$ cat src/rtl/hbi_pkg.sv
// Shared constants for the host-bus interrupt receiver: register map,
// status bit positions and the arming FSM state type.
package hbi_pkg;

    localparam logic [1:0] HBI_A_STAT = 2'd0;
    localparam logic [1:0] HBI_A_MASK = 2'd1;
    localparam logic [1:0] HBI_A_CNT  = 2'd2;
    localparam logic [1:0] HBI_A_RSVD = 2'd3;

    localparam int HBI_ST_CLIP     = 0;
    localparam int HBI_ST_DD       = 1;
    localparam int HBI_ST_CLIP_OVR = 8;
    localparam int HBI_ST_DD_OVR   = 9;

    typedef enum logic {
        ARM_DISARMED = 1'b0,
        ARM_ARMED    = 1'b1
    } arm_state_t;

endpackage

$ cat src/rtl/hbi_tog_sync.sv
// Toggle synchronizer: STAGES-flop chain into hb_clk, previous-value flop,
// and an edge event that is suppressed until the receiver is armed.
module hbi_tog_sync #(
    parameter int STAGES = 3
) (
    input  logic clk,
    input  logic rst_n,
    input  logic tog,
    input  logic armed,
    output logic ev
);

    logic [STAGES-1:0] chain;
    logic              prev;

    // prev always follows the synchronized value, so while disarmed it
    // silently absorbs whatever level the toggle was left at.
    always_ff @(posedge clk or negedge rst_n) begin
        if (!rst_n) begin
            chain <= '0;
            prev  <= 1'b0;
        end else begin
            chain <= {chain[STAGES-2:0], tog};
            prev  <= chain[STAGES-1];
        end
    end

    assign ev = armed & (chain[STAGES-1] ^ prev);

endmodule

$ cat src/rtl/hbi_de_int_rcv.sv
// Host-bus receiver for drawing-engine toggle interrupts: sync, W1C status,
// mask and registered hb_int. Optional event counters under HBI_INT_EVCNT_EN.
module hbi_de_int_rcv
    import hbi_pkg::*;
#(
    parameter int SYNC_STAGES = 3,
    parameter int CNT_W       = 8
) (
    input  logic        hb_clk,
    input  logic        hb_rstn,
    input  logic        de_clint_tog,
    input  logic        de_ddint_tog,
    input  logic        hb_wr,
    input  logic [1:0]  hb_addr,
    input  logic [31:0] hb_wdat,
    output logic [31:0] hb_rdat,
    output logic        hb_int,
    output logic [3:0]  probe_int
);

    arm_state_t state, state_nxt;
    logic [2:0] arm_cnt, arm_cnt_nxt;
    logic       armed;
    logic       ev_clip, ev_dd;
    logic [1:0] ev;
    logic [1:0] stat, ovr, mask;
    logic [1:0] stat_clr, ovr_clr;
    logic       stat_wr;
    logic [31:0] cnt_rd;

    always_ff @(posedge hb_clk or negedge hb_rstn) begin
        if (!hb_rstn) begin
            state   <= ARM_DISARMED;
            arm_cnt <= '0;
        end else begin
            state   <= state_nxt;
            arm_cnt <= arm_cnt_nxt;
        end
    end

    // Wait long enough for the sync chains and prev flops to settle on the
    // current toggle levels before letting edges through.
    always_comb begin
        state_nxt   = state;
        arm_cnt_nxt = arm_cnt;
        case (state)
            ARM_DISARMED: begin
                if (arm_cnt == 3'(SYNC_STAGES)) begin
                    state_nxt = ARM_ARMED;
                end else begin
                    arm_cnt_nxt = arm_cnt + 3'd1;
                end
            end
            ARM_ARMED: state_nxt = ARM_ARMED;
            default:   state_nxt = ARM_DISARMED;
        endcase
    end

    assign armed = (state == ARM_ARMED);

    hbi_tog_sync #(.STAGES(SYNC_STAGES)) u_sync_clip (
        .clk   (hb_clk),
        .rst_n (hb_rstn),
        .tog   (de_clint_tog),
        .armed (armed),
        .ev    (ev_clip)
    );

    hbi_tog_sync #(.STAGES(SYNC_STAGES)) u_sync_dd (
        .clk   (hb_clk),
        .rst_n (hb_rstn),
        .tog   (de_ddint_tog),
        .armed (armed),
        .ev    (ev_dd)
    );

    assign ev       = {ev_dd, ev_clip};
    assign stat_wr  = hb_wr && (hb_addr == HBI_A_STAT);
    assign stat_clr = stat_wr ? hb_wdat[HBI_ST_DD:HBI_ST_CLIP] : 2'b00;
    assign ovr_clr  = stat_wr ? hb_wdat[HBI_ST_DD_OVR:HBI_ST_CLIP_OVR] : 2'b00;

    // A new event beats a same-cycle clear; overrun only counts when the
    // bit was already set and is not being cleared right now.
    always_ff @(posedge hb_clk or negedge hb_rstn) begin
        if (!hb_rstn) begin
            stat   <= '0;
            ovr    <= '0;
            mask   <= '0;
            hb_int <= 1'b0;
        end else begin
            stat   <= (stat & ~stat_clr) | ev;
            ovr    <= (ovr & ~ovr_clr) | (ev & stat & ~stat_clr);
            if (hb_wr && (hb_addr == HBI_A_MASK)) begin
                mask <= hb_wdat[1:0];
            end
            hb_int <= |(stat & mask);
        end
    end

`ifdef HBI_INT_EVCNT_EN
    logic [CNT_W-1:0] clip_cnt, dd_cnt;
    logic             cnt_wr;

    assign cnt_wr = hb_wr && (hb_addr == HBI_A_CNT);

    always_ff @(posedge hb_clk or negedge hb_rstn) begin
        if (!hb_rstn) begin
            clip_cnt <= '0;
            dd_cnt   <= '0;
        end else if (cnt_wr) begin
            clip_cnt <= CNT_W'(ev_clip);
            dd_cnt   <= CNT_W'(ev_dd);
        end else begin
            if (ev_clip && (clip_cnt != '1)) clip_cnt <= clip_cnt + CNT_W'(1);
            if (ev_dd && (dd_cnt != '1))     dd_cnt   <= dd_cnt + CNT_W'(1);
        end
    end

    always_comb begin
        cnt_rd               = '0;
        cnt_rd[CNT_W-1:0]    = clip_cnt;
        cnt_rd[16 +: CNT_W]  = dd_cnt;
    end
`else
    assign cnt_rd = '0;
`endif

    always_comb begin
        hb_rdat = '0;
        case (hb_addr)
            HBI_A_STAT: begin
                hb_rdat[HBI_ST_CLIP]     = stat[0];
                hb_rdat[HBI_ST_DD]       = stat[1];
                hb_rdat[HBI_ST_CLIP_OVR] = ovr[0];
                hb_rdat[HBI_ST_DD_OVR]   = ovr[1];
            end
            HBI_A_MASK: hb_rdat[1:0] = mask;
            HBI_A_CNT:  hb_rdat = cnt_rd;
            default:    hb_rdat = '0;
        endcase
    end

    assign probe_int = {armed, ev_dd, ev_clip, hb_int};

endmodule

$ cat config.mk
export PLATFORM = sky130hd
export DESIGN_NAME = hbi_de_int_rcv
export DESIGN_NICKNAME = d
export VERILOG_FILES = /design/src/rtl/hbi_pkg.sv /design/src/rtl/hbi_tog_sync.sv /design/src/rtl/hbi_de_int_rcv.sv
export SDC_FILE = /design/constraint.sdc
export NUM_CORES = 1
export LEC_CHECK = 0
export BUFFER_PORTS_ARGS = -buffer_cell sky130_fd_sc_hd__clkbuf_2
export CORE_MARGIN = 2
export CORE_UTILIZATION = 32
export DETAILED_ROUTE_END_ITERATION = 12
export PLACE_DENSITY = 0.73
export SETUP_SLACK_MARGIN = 0.2
export SYNTH_ARGS = -nofsm -noshare
export SYNTH_HDL_FRONTEND = slang
export SYNTH_HIERARCHICAL = 1
export SYNTH_SLANG_ARGS = --single-unit
$ cat constraint.sdc
create_clock -name hb_clk -period 2.8 [get_ports hb_clk]
set_input_delay 0.56 -clock hb_clk [delete_from_list [all_inputs] [get_ports hb_clk]]
set_output_delay 0.56 -clock hb_clk [all_outputs]
set_load 0.02 [all_outputs]
==> results_dict.tcl <==
set metrics [dict create \
    start_util_pct 33.22 \
    synth_warnings 6 \
    synthTopCellsByArea "dfrtp_1, buf_4, and4bb_2" \
    placed_cell_area_sq_um 1001 \
    fin_skew_ns 0.003252 \
    io_pins 76 \
    power-per-cell-area_nw_per_um2 538.3 \
    crit_type "reg2out" \
    slew_violations 0 \
    r2r_cells 4 \
    outcome "finished clean" \
    drive_gt1_share_pct 26.42 \
    synth_commonest_cells "buf_4, dfrtp_1, inv_1" \
    clk_transition_reported_paths_ns 0.11 \
    die_width_um 60.07 \
    cts_setup_buffers 0 \
    place_hpwl_um 1171 \
    grt_pass1_wl_um 2325 \
    path_cells "xor2_1 > and2_1 > clkbuf_2" \
    p_comb_share_pct 20.0 \
    cp_num_buf_inv 1 \
    wl_um 1420 \
    grt_setup_unrepaired "false" \
    layout.nets 148 \
    fin_area_sq_um 1031 \
    insertion_delay_ns 0.30 \
    num_rows 20 \
    gp_congestion 0.6864 \
    synth_area_per_cell_sq_um 11.18 \
    setup_viol 0 \
    dr.pass1.iters 3 \
    hp-class "in2async" \
    die_h_um 60.07 \
    fin_tns_setup_ns 0 \
    critPathMaxFanout 3 \
    crit_arrival_ns 1.20 \
    max_stage_delay_ns 0.41 \
    switching_share_pct 31.80 \
    ff_latch_area_sq_um 475.5 \
    vias 556 \
    cts_tree "done" \
    synthesis.instances 90 \
    crit_family "flip-flops" \
    cts_sinks 19 \
    fill_cells 293 \
    synthArstFlopShare_pct 100.0 \
    reg2reg_slack_ns 1.28 \
    critPathLaunchType "flip-flop" \
    ys_seq_area_share_pct 47.26 \
    final_hold_viol_count 0 \
    synthesis.area_sq_um 1006 \
    synth_cell_types 24 \
    worst_ep_required_time_ns 2.24 \
    min_period_over_period_pct 62.75 \
    ctsRootBufferMaster "clkbuf_4" \
    io_buffers 19 \
    grt_usage_pct 8.923 \
    synth.most_common_cell "buf_4" \
    first_global_vias 517 \
    max_freq_mhz 569.1 \
    internal_power_mw 0.3785 \
    multi_input_area_sq_um 356.6 \
    cts.htree.levels 1 \
    core_area_sq_um 3028 \
    viasPerCell 3.707 \
    synthFlopType "dfrtp_1" \
    r2r-start "arm_cnt[0]" \
    seqPwrFrac_pct 54.3 \
    hold_buffers 0 \
    synth.top_cell.area_share_pct 47.26 \
    peakVddDrop_mv 0.2128 \
    reg2reg_to "arm_cnt[1]" \
    fin_crit_ns 1.757 \
    drv_cap 0 \
    drt_iter0_drc 5 \
    numCtsBuffers 3 \
    wl_per_cell_um 9.467 \
    clk_path_buf_depth 2 \
    worst_path_max_delay_cell "dfrtp_1" \
    n_antenna_cell 0 \
    fp.dieArea_sq_um 3608 \
    area_delta_synth_final_pct 2.488 \
    overflow 0 \
    netSwitchingPower_mw 0.1765 \
    leakage_nw 0.5362 \
    synth_edf_count 0 \
    p_clk_share_pct 25.7 \
    antenna_found_initial 0 \
    grt_max_degree 20 \
    yosys.area.top_type "dfrtp_1" \
    synth_seq_cells 19 \
    ctsResizeCount 0 \
    drc_errors 0 \
    cp-end-kind "output pin" \
    ant_nets 0 \
]
flip-flops by register name (all words and copies together), names as in the netlist:
register	cells
arm_cnt	3
armed	1
hb_int	1
mask	2
ovr	2
stat	2
u_sync_clip/chain	3
u_sync_clip/prev	1
u_sync_dd/chain	3
u_sync_dd/prev	1
stage by stage:
step / setup WS (ns) / std cells / utilization (%) / hold slack, ns / total power, mW
after global placement: 1.069 / 146 / 33.06 / 0.3330 / 0.4160
after detailed placement: 1.064 / 146 / 33.06 / 0.3364 / 0.4196
after floorplan: 1.028 / 117 / - / 0.2644 / 0.4237
after global routing: 0.9057 / 150 / 34.05 / 0.1923 / 0.5928
final: 1.043 / 150 / 34.05 / 0.1849 / 0.5550
after CTS: 1.020 / 150 / 34.05 / 0.1932 / 0.5660
worst register-to-register path, stage by stage (launching register included):
cell and delay (ns):
dfrtp_1 0.42, ha_1 0.20, ha_1 0.19, or2_1 0.29
mux2_4 0.31
how the worst max path moves through the flow:
stage | slack (ns) | from | cells past startpoint | end
6_report | 1.04 | u_sync_clip/chain[2] | 3 | probe_int[1]
5_1_grt | 0.91 | u_sync_dd/chain[2] | 3 | probe_int[2]
4_1_cts | 1.02 | u_sync_clip/chain[2] | 3 | probe_int[1]
3_5_place_dp | 1.06 | hb_addr[0] | 4 | hb_rdat[0]
3_3_place_gp | 1.07 | hb_addr[0] | 4 | hb_rdat[1]
2_1_floorplan | 1.03 | hb_addr[0] | 2 | hb_rdat[9]
layout by cell type (no fill, tap or decap), drive strengths merged:
cell / instances
conb: 28
clkbuf: 22
dfrtp: 19
inv: 5
mux2: 3
and4bb: 2
nand2: 2
nor4bb: 2
o22ai: 2
o21bai: 2
nor3: 2
mux2i: 2
nor2: 2
o21ai: 2
ha: 2
xor2: 2
and2: 2
a22o: 1
or2: 1
nand3b: 1
xnor2: 1
clkinvlp: 1
metal layers:
| layer | share of wire [%] | GRT usage [%] |
|---|---|---|
| met1 | 41 | 10.61 |
| met2 | 50 | 14.60 |
| met3 | 9.3 | 4.978 |
| met4 | 0 | 0.9524 |
| met5 | 0 | 0 |
logic make-up after synthesis:
group | synth area share, %
AO/OA/AOI/OAI | 4.602
XOR/XNOR | 2.612
adder cells (fa/ha/maj) | 2.487
buffers and inverters | 27.36
flip-flops | 47.26
multiplexers | 5.721
other | 0.3728
AND/OR/NAND/NOR | 9.578
power groups by stage:
| stage | clock network (mW) | logic (mW) | registers [mW] |
|---|---|---|---|
| floorplan | 0 | 0.115 | 0.309 |
| CTS | 0.152 | 0.112 | 0.302 |
| global placement | 0 | 0.110 | 0.306 |
| global route | 0.165 | 0.124 | 0.304 |
| detailed placement | 0 | 0.112 | 0.307 |
| finish | 0.142 | 0.111 | 0.301 |
final cells by class:
type                            count  area share, %
Tap cell                           44          5.340
Inverter                            5          1.820
Multi-Input combinational cell     59          34.59
Clock inverter                      1         0.7282
Timing Repair Buffer               19          9.223
Sequential cell                    19          46.12
Clock buffer                        3          2.184
Power figures use the tool's default switching activity.
